### src/rtl/instr_fetch.sv
// instr_fetch: fetch PC generation, a single-outstanding imem request/response exchange and a {word, pc} prefetch FIFO.
// Build option IFETCH_ALIGN_CHECK_EN: a misaligned redirect target sets fetch_misalign and halts fetch until reset.
module instr_fetch #(
  parameter int                    DATA_WIDTH = 32,
  parameter int                    FIFO_DEPTH = 4,
  parameter logic [DATA_WIDTH-1:0] RESET_PC   = '0
) (
  input  logic                  clk,
  input  logic                  rst,
  input  logic                  PCsrc,
  input  logic [DATA_WIDTH-1:0] ImmOp,
  output logic                  imem_req_valid,
  input  logic                  imem_req_ready,
  output logic [DATA_WIDTH-1:0] imem_addr,
  input  logic                  imem_rsp_valid,
  input  logic [DATA_WIDTH-1:0] imem_rsp_data,
  output logic [DATA_WIDTH-1:0] Instr,
  output logic [DATA_WIDTH-1:0] instr_pc,
  output logic                  instr_valid,
  input  logic                  instr_ready,
  output logic                  fetch_misalign
);

  localparam int               PTR_W    = $clog2(FIFO_DEPTH);
  localparam int               CNT_W    = PTR_W + 1;
  localparam logic [CNT_W-1:0] FULL_CNT = CNT_W'(FIFO_DEPTH);

  // state  | meaning
  // S_REQ  | present fetch_pc while a FIFO slot is free
  // S_WAIT | request accepted, its response is pushed
  // S_DROP | request went stale on a redirect, its response is discarded
  typedef enum logic [1:0] {S_REQ, S_WAIT, S_DROP} state_t;

  state_t                r_state;
  logic [DATA_WIDTH-1:0] r_fetch_pc;
  logic [CNT_W-1:0]      r_count;
  logic [PTR_W-1:0]      r_rd_ptr;
  logic [PTR_W-1:0]      r_wr_ptr;
  logic [DATA_WIDTH-1:0] r_fifo_word [FIFO_DEPTH];
  logic [DATA_WIDTH-1:0] r_fifo_pc   [FIFO_DEPTH];

  logic                  w_empty;
  logic                  w_full;
  logic                  w_halted;
  logic                  w_req_valid;
  logic                  w_req_hs;
  logic                  w_pop;
  logic                  w_push;
  logic                  w_redirect;
  logic [DATA_WIDTH-1:0] w_head_word;
  logic [DATA_WIDTH-1:0] w_head_pc;
  logic [DATA_WIDTH-1:0] w_target_raw;
  logic [DATA_WIDTH-1:0] w_target;

  assign w_empty      = (r_count == '0);
  assign w_full       = (r_count == FULL_CNT);
  assign w_head_word  = r_fifo_word[r_rd_ptr];
  assign w_head_pc    = r_fifo_pc[r_rd_ptr];
  assign w_target_raw = w_head_pc + ImmOp;

  assign w_req_valid  = rst && (r_state == S_REQ) && !w_full && !w_halted;
  assign w_req_hs     = w_req_valid && imem_req_ready;
  assign w_pop        = !w_empty && instr_ready;
  assign w_redirect   = PCsrc && w_pop;
  // a redirect flushes the FIFO, so it wins over a same-cycle response
  assign w_push       = (r_state == S_WAIT) && imem_rsp_valid && !w_redirect;

`ifdef IFETCH_ALIGN_CHECK_EN
  logic r_misalign;

  assign w_target       = w_target_raw;
  assign w_halted       = r_misalign;
  assign fetch_misalign = r_misalign;

  always_ff @(posedge clk) begin
    if (!rst) begin
      r_misalign <= 1'b0;
    end else if (w_redirect && (w_target_raw[1:0] != 2'b00)) begin
      r_misalign <= 1'b1;
    end
  end
`else
  assign w_target       = w_target_raw & ~DATA_WIDTH'(3);
  assign w_halted       = 1'b0;
  assign fetch_misalign = 1'b0;
`endif

  always_ff @(posedge clk) begin
    if (!rst) begin
      r_state    <= S_REQ;
      r_fetch_pc <= RESET_PC;
      r_count    <= '0;
      r_rd_ptr   <= '0;
      r_wr_ptr   <= '0;
    end else begin
      if (w_pop) begin
        r_rd_ptr <= r_rd_ptr + PTR_W'(1);
      end
      if (w_push) begin
        r_wr_ptr <= r_wr_ptr + PTR_W'(1);
      end
      case ({w_push, w_pop})
        2'b10:   r_count <= r_count + CNT_W'(1);
        2'b01:   r_count <= r_count - CNT_W'(1);
        default: r_count <= r_count;
      endcase

      case (r_state)
        S_REQ: begin
          if (w_req_hs) begin
            r_state    <= S_WAIT;
            r_fetch_pc <= r_fetch_pc + DATA_WIDTH'(4);
          end
        end
        S_WAIT: begin
          if (imem_rsp_valid) begin
            r_state <= S_REQ;
          end
        end
        S_DROP: begin
          if (imem_rsp_valid) begin
            r_state <= S_REQ;
          end
        end
        default: r_state <= S_REQ;
      endcase

      if (w_redirect) begin
        r_fetch_pc <= w_target;
        r_count    <= '0;
        r_rd_ptr   <= '0;
        r_wr_ptr   <= '0;
        if (r_state == S_REQ) begin
          r_state <= w_req_hs ? S_DROP : S_REQ;
        end else begin
          r_state <= imem_rsp_valid ? S_REQ : S_DROP;
        end
      end
    end
  end

  // the response belongs to the address presented before the post-handshake increment
  always_ff @(posedge clk) begin
    if (w_push) begin
      r_fifo_word[r_wr_ptr] <= imem_rsp_data;
      r_fifo_pc[r_wr_ptr]   <= r_fetch_pc - DATA_WIDTH'(4);
    end
  end

  assign imem_req_valid = w_req_valid;
  assign imem_addr      = r_fetch_pc;
  assign instr_valid    = !w_empty;
  assign Instr          = w_empty ? '0 : w_head_word;
  assign instr_pc       = w_empty ? '0 : w_head_pc;

endmodule

### config.mk
export PLATFORM = sky130hd
export DESIGN_NAME = instr_fetch
export DESIGN_NICKNAME = d
export VERILOG_FILES = /design/src/rtl/instr_fetch.sv
export SDC_FILE = /design/constraint.sdc
export NUM_CORES = 1
export LEC_CHECK = 0
export BUFFER_PORTS_ARGS = -buffer_cell sky130_fd_sc_hd__buf_2
export CAP_MARGIN = 30
export CORE_ASPECT_RATIO = 1.25
export CORE_MARGIN = 4
export CORE_UTILIZATION = 30
export CTS_CLUSTER_SIZE = 30
export DETAILED_ROUTE_END_ITERATION = 8
export GPL_TIMING_DRIVEN = 0
export HOLD_SLACK_MARGIN = 0.15
export SLEW_MARGIN = 20
export SYNTH_ARGS = -nofsm -noshare
export SYNTH_HDL_FRONTEND = slang
export SYNTH_SLANG_ARGS = --single-unit
export TNS_END_PERCENT = 30
### constraint.sdc
create_clock -name clk -period 4.84 [get_ports clk]
set_input_delay 0.726 -clock clk [delete_from_list [all_inputs] [get_ports clk]]
set_output_delay 0.726 -clock clk [all_outputs]
set_load 0.01 [all_outputs]
Yosys cells after proc, flatten, opt, wreduce, memory -nomap -nowiden
Memories as Yosys holds them, arrays and structs flattened. A register that Yosys moved wholly into a read port is not among the register bits.
Cells that the tools add are included.
Operators by class
  $add $sub $neg: 7
  $mul: 0
  divide/modulo/power cells: 0
  order comparisons: 0
  equality and inequality tests: 7
  shifts and indexed selects: 0
  mux-type cells: 19
  bitwise logic cells: 1
  reduce and logical (&&, ||, !) cells: 20
Operators by type and width (count)
  $mux W32: 5
  $add A32 B3 Y32 const B: 1
  $add A32 B32 Y32: 1
  $sub A32 B3 Y32 const B: 1
  $mux W2: 10
  $logic_and A1 B1 Y1: 7
  $pmux W3 S2: 1
  $reduce_and A2 Y1: 3
  $reduce_bool A2 Y1: 3
  $add A2 B1 Y2 const B: 2
  $eq A2 B1 Y1 const B: 2
  $eq A2 B2 Y1 const B: 2
  $pmux W2 S2: 1
  $reduce_or A2 Y1: 2
  $add A3 B1 Y3 const B: 1
  $eq A3 B3 Y1 const B: 1
  $logic_not A1 Y1: 3
  $logic_not A3 Y1: 1
  $ne A3 B1 Y1 const B: 1
  $ne A3 B3 Y1 const B: 1
  $sub A3 B1 Y3 const B: 1
  $logic_not A2 Y1: 1
  $mux W1: 2
  $not A1 Y1: 1
Word-level totals
  flip-flop bits (word level): 41
  latch bits: 0
  RAM bits: 256
  ROM bits: 0
  memories kept: 2
Memories
  r_fifo_pc: depth 4, bits a word 32, read ports 1, clocked after memory_dff 1, write ports 1, line 40  | logic [DATA_WIDTH-1:0] r_fifo_pc [FIFO_DEPTH];
  r_fifo_word: depth 4, bits a word 32, read ports 1, clocked after memory_dff 1, write ports 1, line 39  | logic [DATA_WIDTH-1:0] r_fifo_word [FIFO_DEPTH];

Depth between registers and ports, before layout
Gate-level depths: netlist (run 1).
  depth in word-level cells: 8
  depth in mapped cells: 13
  depth with buffers taken out: 12

Worst setup path after synthesis (run 1)
No wires, ideal clock.
  kind: reg-to-reg
  start point: register (tool-made name)
  end point: register r_fetch_pc[17] (netlist: imem_addr[17])
  setup time: 116 ps
  arrival time: 3713 ps
  data required time: 4724 ps
  setup slack: 1011 ps
  stages on the path, launching flop included: 13
  buffers on the path: 2
  clock period less this slack: 3829 ps
  path through: dfxtp_1 clkbuf_1 buf_1 mux4_2 ha_1 a211oi_1 o21ai_0 a21o_1 a311o_1 nand4_1 a21oi_1 or4_1 and4_1
RTL lines
  end signal: assignment: line 112  | r_fetch_pc <= r_fetch_pc + DATA_WIDTH'(4);
  end signal: assignment: line 129  | r_fetch_pc <= w_target;
  end: declaration: line 35  | logic [DATA_WIDTH-1:0] r_fetch_pc;

==> impl_summary.md, run 1 <==
Outcome
The run finished with clean final reports.

Setup path
The data arrival time at the worst-slack endpoint is 5040 ps. The critical path goes through clkbuf_1 -> buf_8 -> clkbuf_1 -> mux4_2 -> ha_1 -> clkbuf_1 -> a21o_1 -> o311ai_1 -> nand2_1 -> a21oi_1 -> nor2_1 -> o31ai_1 -> o21ai_0. The highest-delay cell along the critical path is sky130_fd_sc_hd__o311ai_1. The critical path in this run is classified as reg2reg. The largest fanout of any net on the critical path is 13. For the worst setup path, the data required time is 5270 ps. On the worst path, the slowest cell contributes a delay of 630 ps. The kind of capture point of the worst setup path is a flop. The number of cells on the worst reg-to-reg path is 13. Counting stages on the worst path, the most repeated cell is sky130_fd_sc_hd__clkbuf_1. The flop-to-flop setup slack is 220 ps. The worst setup path is launched from a flop.

Finish
The multi-input gate area in the final layout is about 5000 um2. The final antenna diode count is 0. The final-layout fill cell count is 4,332. The synthesis-to-layout area growth is 20.6%. Cells with a size suffix above 1 make up 25.9% of the layout. The number of nets in the layout is 1,282. For this run, the number of standard cells in the final layout without fillers is around 1.8k. The final non-filler cell area is 16,400 um2.

The sequential cells in the finished layout cover a total of 8270 um2.

Synth
The xor and xnor fraction of the mapped netlist area is 4.82%. The compound-gate portion of the synthesized area is under 10%. After synthesis, the share of cell area in mux cells is about 10%. In this run the cell area of the synthesized design comes to 13,600 um2. The number of synthesized flops with an enable pin is between 200 and 250. During synthesis, Yosys emitted a total of 0 warnings.

The post-synthesis share of cell area spent on and, or, nand and nor gates is 11.8%. The count of state elements after synthesis is 289. The top cell type by area accounts for approximately 55% of the synthesized area. Sequential cells were found to cover 60.7% of the synthesized design area.

Ranked by instance count, the synthesized netlist is headed by 248 x sky130_fd_sc_hd__edfxtp_1, 68 x sky130_fd_sc_hd__and2_1, 62 x sky130_fd_sc_hd__mux4_2. The proportion of register bits with asynchronous set or reset after synthesis is 0%. The adder and majority cell fraction of the synthesized area is 3.79%. The dominant combinational cell family by area after synthesis is simple AND/OR/NAND/NOR gates.

Synthesis produced a netlist whose cell count is around 970. Dividing the synthesized area by the synthesized cell count gives around 14 um2. After synthesis, the netlist uses 67 different library cells. By area the synthesized netlist is led by sky130_fd_sc_hd__edfxtp_1 55%, sky130_fd_sc_hd__mux4_2 10%, sky130_fd_sc_hd__dfxtp_1 6.0%. Among all flip-flop cells after synthesis, the most frequent one is sky130_fd_sc_hd__edfxtp_1. sky130_fd_sc_hd__edfxtp_1 is the most common cell in the netlist. The largest area contributor in the netlist is sky130_fd_sc_hd__edfxtp_1.

STA
Subtracting the final worst setup slack from the clock period gives 4620 ps. The worst path uses 95.4% of the clock period. The highest achievable clock rate is 217 MHz. The number of hold violations in the final report is 0.

The clock skew after layout is 13.5 ps. The number of setup violations in the final report is 0. The final-report max-slew violation count came to 0. Setup repair after global routing left no endpoint under its margin. The worst hold slack after final layout is 374 ps. The normalized max-slew margin is 46.6%.

The worst-margin pin slew is 799 ps.

Clock network
The clock slew at the register clock pins of the worst setup and hold paths is around 70 ps. The CTS sink count is 289. The CTS tree is yes. The number of buffers added by the clock tree synthesis step is 30. Clock latency on the worst-skew pair, taken at its later pin, is 570 ps. For this design, the CTS-stage hold fixing added 0 buffers. The root buffer cell chosen for the clock tree is sky130_fd_sc_hd__clkbuf_16.

The maximum number of buffers from clock root to sink is 3. CTS built an H-tree with a depth of 1.

Power
The largest voltage drop on the vdd net is 0.327 mV. The power density of the placed cells is 487 nW/um2. Total power for the finished layout comes to 8000 uW. The static power due to leakage is 0.00603 uW.

Run
Max-cap violations in this run came to 0.

Global route
The first global-routing pass estimated between 50,000 and 60,000 um of wire. After global routing the overflow that remains totals 0. The all-layer global routing usage is 14.9%. The number of global-route vias before repair is 8,990. The largest net degree at the start of global routing is 41. The initial antenna violation count is 0.

Min path
In this run the most critical hold path is launched from imem_rsp_data[23]. Along the worst hold path, the cell count comes to 1. The min-delay analysis places its worst path in the category in2reg.

Route
The post-route DRC violation count is 0. Wire segments on met2 add up to about 19,000 um in the final route. The number of nets with antenna violations after routing is 0. For this block, the routed nets add up to roughly 37,000 um of wire.

The detailed router placed 8,811 vias in this run. Dividing the detail-routed wire length by the instance count gives 20.9 um. After detailed routing, the number of vias per cell comes to 4.97.

The routed length on met1 is 14,900 um. For this block, the initial DRC count from the detailed router was around 590. The top layer reached by signal wires is met4. The detailed-routing iteration count for the pre-antenna-repair pass is 5. After detailed routing, the met3 layer carries 2000 um of wire.

Die
The die is 246 um tall. The die covers roughly 49,000 um2. In this run the standard cell core region covers 45,000 um2. From left edge to right edge, the die measures 199 um. The count of boundary I/O pins is 169. The initial core utilization is 30.3%. The number of cell rows is 87.

Placement
The number of placed instances, taps included is 1,716. Summing all placed instances gives a cell area of 15,300 um2. Port buffering added 160 buffers. Routability-driven placement finished with a final weighted congestion of 0.932. After legalization and detailed placement, the total HPWL measured 26,900 um.
-- registers in the layout, indices dropped and copies added (netlist names), named ones only --
register     cells
r_rd_ptr         2
r_state          2
r_fifo_pc      120
r_fifo_word    128
r_wr_ptr         2
r_count          3
imem_addr       30
-- worst paths after layout --
kind                             end
setup / recovery       imem_addr[24]
hold reg to reg           r_state[1]
setup reg to reg       imem_addr[24]
hold / removal    r_fifo_word[2][23]
-- routing by layer --
layer  up-vias  track usage, %
li1       4104               -
met1      4399            18.5
met2       252            26.8
met3        56            2.27
met4         0            4.33
met5         -               0
-- critical path: cells and delay by family (launching register included) --
kind / cells / cell delay [ps]
adders and majority gates: 1 / 290
and+or+nand+nor: 2 / 360
AOI/OAI and AO/OA: 5 / 1660
muxes: 1 / 420
DFF: 1 / 310
buffers and inverters: 4 / 1410
-- power breakdown --
group	internal (uW)	switching (uW)	leakage (uW)	total (uW)
clock	1500	988	0.000525	2490
combinational	886	1440	0.00295	2330
sequential	3120	63.2	0.00256	3180
total	5510	2490	0.00603	8000
-- cells in the final DEF, fill, tap and decap left out, types with 9 or more instances in the layout --
master / instances
sky130_fd_sc_hd__edfxtp_1: 248
sky130_fd_sc_hd__buf_2: 164
sky130_fd_sc_hd__and2_1: 64
sky130_fd_sc_hd__mux4_2: 62
sky130_fd_sc_hd__nor2_1: 53
sky130_fd_sc_hd__nand2_1: 49
sky130_fd_sc_hd__dfxtp_1: 41
sky130_fd_sc_hd__xor2_1: 39
sky130_fd_sc_hd__clkbuf_1: 38
sky130_fd_sc_hd__ha_1: 38
sky130_fd_sc_hd__xnor2_1: 36
sky130_fd_sc_hd__a21oi_1: 33
sky130_fd_sc_hd__clkbuf_16: 31
sky130_fd_sc_hd__o21ai_0: 30
sky130_fd_sc_hd__inv_1: 25
sky130_fd_sc_hd__nand3_1: 24
sky130_fd_sc_hd__nor3_1: 17
sky130_fd_sc_hd__and3_1: 16
sky130_fd_sc_hd__nand4_1: 15
sky130_fd_sc_hd__or3_1: 11
sky130_fd_sc_hd__a21o_1: 9
-- timing repair --
action,CTS,global route
endpoints found under the setup margin,9,8
setup buffers,0,0
endpoints found under the hold margin,0,0
gates resized for setup,5,7
-- cell type report --
cell class                 count  share of cell area (%)
tap                          578                    4.40
sequential                   289                    50.4
clock inverter                18                    1.43
inverter                      25                   0.571
buffer                        54                    1.46
multi-input combinational    603                    30.7
timing repair buffer         169                    5.91
clock buffer                  38                    5.13
-- metrics by stage --
step                      setup TNS [ps]  setup slack [ps]  util [%]
final                                  0               223      36.5
after global routing                   0              16.2      36.5
after CTS                              0              79.2      36.5
after detailed placement           -1630              -327      34.0
after global placement           -209830              -884      33.7
after floorplan                        0              1010         -
-- logic make-up after synthesis --
family	Yosys count
AND/OR/NAND/NOR	293
multiplexers	63
buffers and inverters	80
flip-flops	289
XOR/XNOR	75
other	1
AO/OA/AOI/OAI	127
adder cells (fa/ha/maj)	40
(Power assumes the default switching activity.)
==> run 2: changes to the inputs <==
--- a/config.mk
+++ b/config.mk
@@ -10,6 +10,7 @@
 export CORE_ASPECT_RATIO = 1.25
 export CORE_MARGIN = 4
 export CORE_UTILIZATION = 30
+export CTS_BUF_LIST = sky130_fd_sc_hd__clkbuf_2
 export CTS_CLUSTER_SIZE = 30
 export DETAILED_ROUTE_END_ITERATION = 8
 export GPL_TIMING_DRIVEN = 0
==> impl_summary.md, run 2 (synthesis gave the netlist of run 1 again) <==
Finish
The number of nets in the layout is 1,364 (+6.4%). The register with the most flip-flops is r_fifo_word. Compared with the post-synthesis result, the final layout area differs by 21.2%.

The most common cell after layout, fill and taps aside is sky130_fd_sc_hd__edfxtp_1. The library cells used most frequently in the layout, excluding fill and tap cells, are 248 x sky130_fd_sc_hd__edfxtp_1, 163 x sky130_fd_sc_hd__buf_2, 119 x sky130_fd_sc_hd__clkbuf_2, 64 x sky130_fd_sc_hd__and2_1, 62 x sky130_fd_sc_hd__mux4_2. The flip-flop count of the largest register, all copies and words added is 128 (unchanged). The final cell count without fillers is 1,890 (+6.5%). The share of cells above drive strength 1 is 29.3% (+3.4 points).

Setup path
The longest individual stage delay on the worst path is 640 ps (about the same). The type of the worst setup path is reg2reg. The data arrival time at the worst-slack endpoint is 5380 ps (+340 ps).

The worst endpoint required time is 5610 ps (+340 ps). The largest fanout of any net on the critical path is 10 (-3). For this design, the slowest cell found on the critical path is sky130_fd_sc_hd__a2111oi_0. The kind of capture point of the worst setup path is a flop. The category of the worst setup path launch point is a flop. The critical path goes through clkbuf_2 -> clkbuf_2 -> mux4_2 -> ha_1 -> a21o_1 -> a21o_1 -> a2111oi_0 -> nor4_1 -> a2111oi_0 -> o21ai_0 -> xnor2_1 -> a21oi_1.

STA
The normalized max-slew margin is 46.4% (-0.20 points). The clock skew after layout is 90.7 ps (+77.2 ps). Setup repair after global routing left no endpoint under its margin. The fraction of the cycle the final worst path needs is 95.3% (about the same).

The worst-margin pin slew is 802 ps (+3.05 ps). The final-report max-slew violation count was 0 (unchanged). The highest achievable clock rate was 217 MHz (about the same). The number of setup violations in the final report is 0 (unchanged). The clock period minus final worst setup slack is 4610 ps (-3.13 ps). The number of hold violations in the final report is 0 (unchanged).

Route
The via density per instance is 4.86 (-2.1%). The post-route DRC violation count is 0 (unchanged). The number of nets with antenna violations after routing came to 0 (unchanged). The total routed wirelength came to 38,000 um (+2.6%). The count of routing violations after the opening detailed-route iteration is 567 (-3.7%).

The average wire per cell in the routed design is 20.1 um (-3.7%). The detailed-routing iteration count for the pre-antenna-repair pass came to 5 (unchanged). The total via count in the routed design is 9,193 (+4.3%).

Power
The overall power of the completed layout came to 7460 uW (-6.8%). The power density of the placed cells is 452 nW/um2 (-7.3%). The static power due to leakage came to 0.00623 uW (+3.3%). The largest voltage drop on the vdd net came to 0.210 mV (-36%).

Clock network
The clock slew at the register clock pins of the worst setup and hold paths was 110 ps (+40 ps). The H-tree level count is 3 (+2). The CTS sink count is 289 (unchanged). The number of buffers added by the clock tree synthesis step is 75 (+150%). The clock insertion delay at the later pin of the skew report is 940 ps (+370 ps). The maximum number of buffers from clock root to sink came to 3 (unchanged). The post-CTS repair timing setup buffer count is 0 (unchanged). The cell chosen for the clock root is sky130_fd_sc_hd__clkbuf_2.

The CTS tree is yes.

Placement
The count of input and output buffers came to 160 (unchanged). The HPWL after detailed placement is 26,900 um (unchanged). The number of placed instances, taps included was 1,716 (unchanged). The routability congestion estimate from global placement is 0.932 (unchanged).

Global route
The all-layer global routing usage was 15.5% (+0.62 points). The fraction of met3 tracks used by global routing is 3.01% (+0.74 points). The initial antenna violation count was 1 (+1). The met2 usage in global routing is 27.3% (+0.48 points). The largest net degree at the start of global routing is 41 (unchanged). The overflow left after global routing came to 0 (unchanged). The met1 demand-to-capacity share in global routing is 18.4% (-0.037 points). The number of global-route vias before repair is 9,560 (+6.3%). The first-pass GRT wire length is 57,000 um (+3.3%).

met2 is the most crowded layer.

Die
The full die area came to 48,900 um2 (unchanged). The initial core utilization was 30.3% (unchanged). The die span in y is 246 um (unchanged).

The die width came to 199 um (unchanged). The count of boundary I/O pins was 169 (unchanged). The core area is 45,000 um2 (unchanged).

The number of cell rows is 87 (unchanged).

Min path
The worst min-delay path class is in2reg.

Run
The max-cap violation count was 0 (unchanged).

Outcome
The flow ran to the end, and the final reports show no timing, DRC or antenna violations.
-- run 2: changes by cell type in the layout (fill, tap and decap cells not counted) --
| cell | before | now |
|---|---|---|
| sky130_fd_sc_hd__clkinv_4 | 1 | 0 |
| sky130_fd_sc_hd__clkbuf_8 | 4 | 0 |
| sky130_fd_sc_hd__inv_6 | 1 | 0 |
| sky130_fd_sc_hd__buf_2 | 164 | 163 |
| sky130_fd_sc_hd__inv_8 | 1 | 0 |
| sky130_fd_sc_hd__clkbuf_1 | 38 | 35 |
| sky130_fd_sc_hd__clkinv_2 | 6 | 2 |
| sky130_fd_sc_hd__clkinv_1 | 1 | 8 |
| sky130_fd_sc_hd__clkbuf_2 | 2 | 119 |
| sky130_fd_sc_hd__diode_2 | 0 | 1 |
| sky130_fd_sc_hd__clkbuf_16 | 31 | 0 |
| sky130_fd_sc_hd__dlygate4sd3_1 | 0 | 37 |
-- run 2: worst max-delay path: cells and delay by family (launching register included) --
kind	cells	cell delay, ps
simple gates	1	120
flops	1	310
mux	1	600
buf+inv	2	940
compound gates	6	1910
fa+ha+maj	1	410
xor+xnor	1	220
-- run 2: report_power, final --
group | switching [uW] | leakage (uW) | total, uW | internal [uW]
registers | 63.0 | 0.00256 | 3180 | 3120
logic | 1450 | 0.00310 | 2350 | 906
clock network | 1030 | 0.000573 | 1930 | 899
-- run 2: final cells by class --
cell class	count	area, um2
multi-input combinational	603	5050
timing repair buffer	206	1340
buffer	54	240
antenna	1	2.50
sequential	289	8270
inverter	25	93.8
fill	4397	28400
clock inverter	18	213
tap	578	723
clock buffer	116	581
-- run 2: worst paths after layout --
check              from            end  slack, ps  cells after the start
min reg2reg  r_state[1]     r_state[1]        490                      2
max                flop  imem_addr[31]        230                     12
min           ImmOp[26]  imem_addr[26]        320                      4
max reg2reg        flop  imem_addr[31]        230                     12
-- run 2: per-layer routing --
metal	up-vias	share of wire [%]	wire length, um
met5	-	0	0
met4	0	3.3	1250
met3	80	5.8	2210
met2	313	52	19700
met1	4478	39	14900
li1	4322	-	-
-- run 2: timing repair --
| item | in CTS | in global routing |
|---|---|---|
| resized for setup | 4 | 6 |
| hold endpoints to repair | 138 | 0 |
| hold buffers | 37 | 0 |
| endpoints found under the setup margin | 9 | 8 |
-- run 2: per-stage QoR --
stage	util, %	setup WS [ps]	hold WS (ps)	cell area, um2	setup TNS, ps
after detailed placement	34.0	-327	476	15300	-1630
after CTS	36.6	3.82	191	16500	0
after floorplan	-	1010	455	13600	0
final	36.7	226	319	16500	0
after global placement	33.7	-884	468	15200	-209830
after global routing	36.7	40.1	278	16500	0
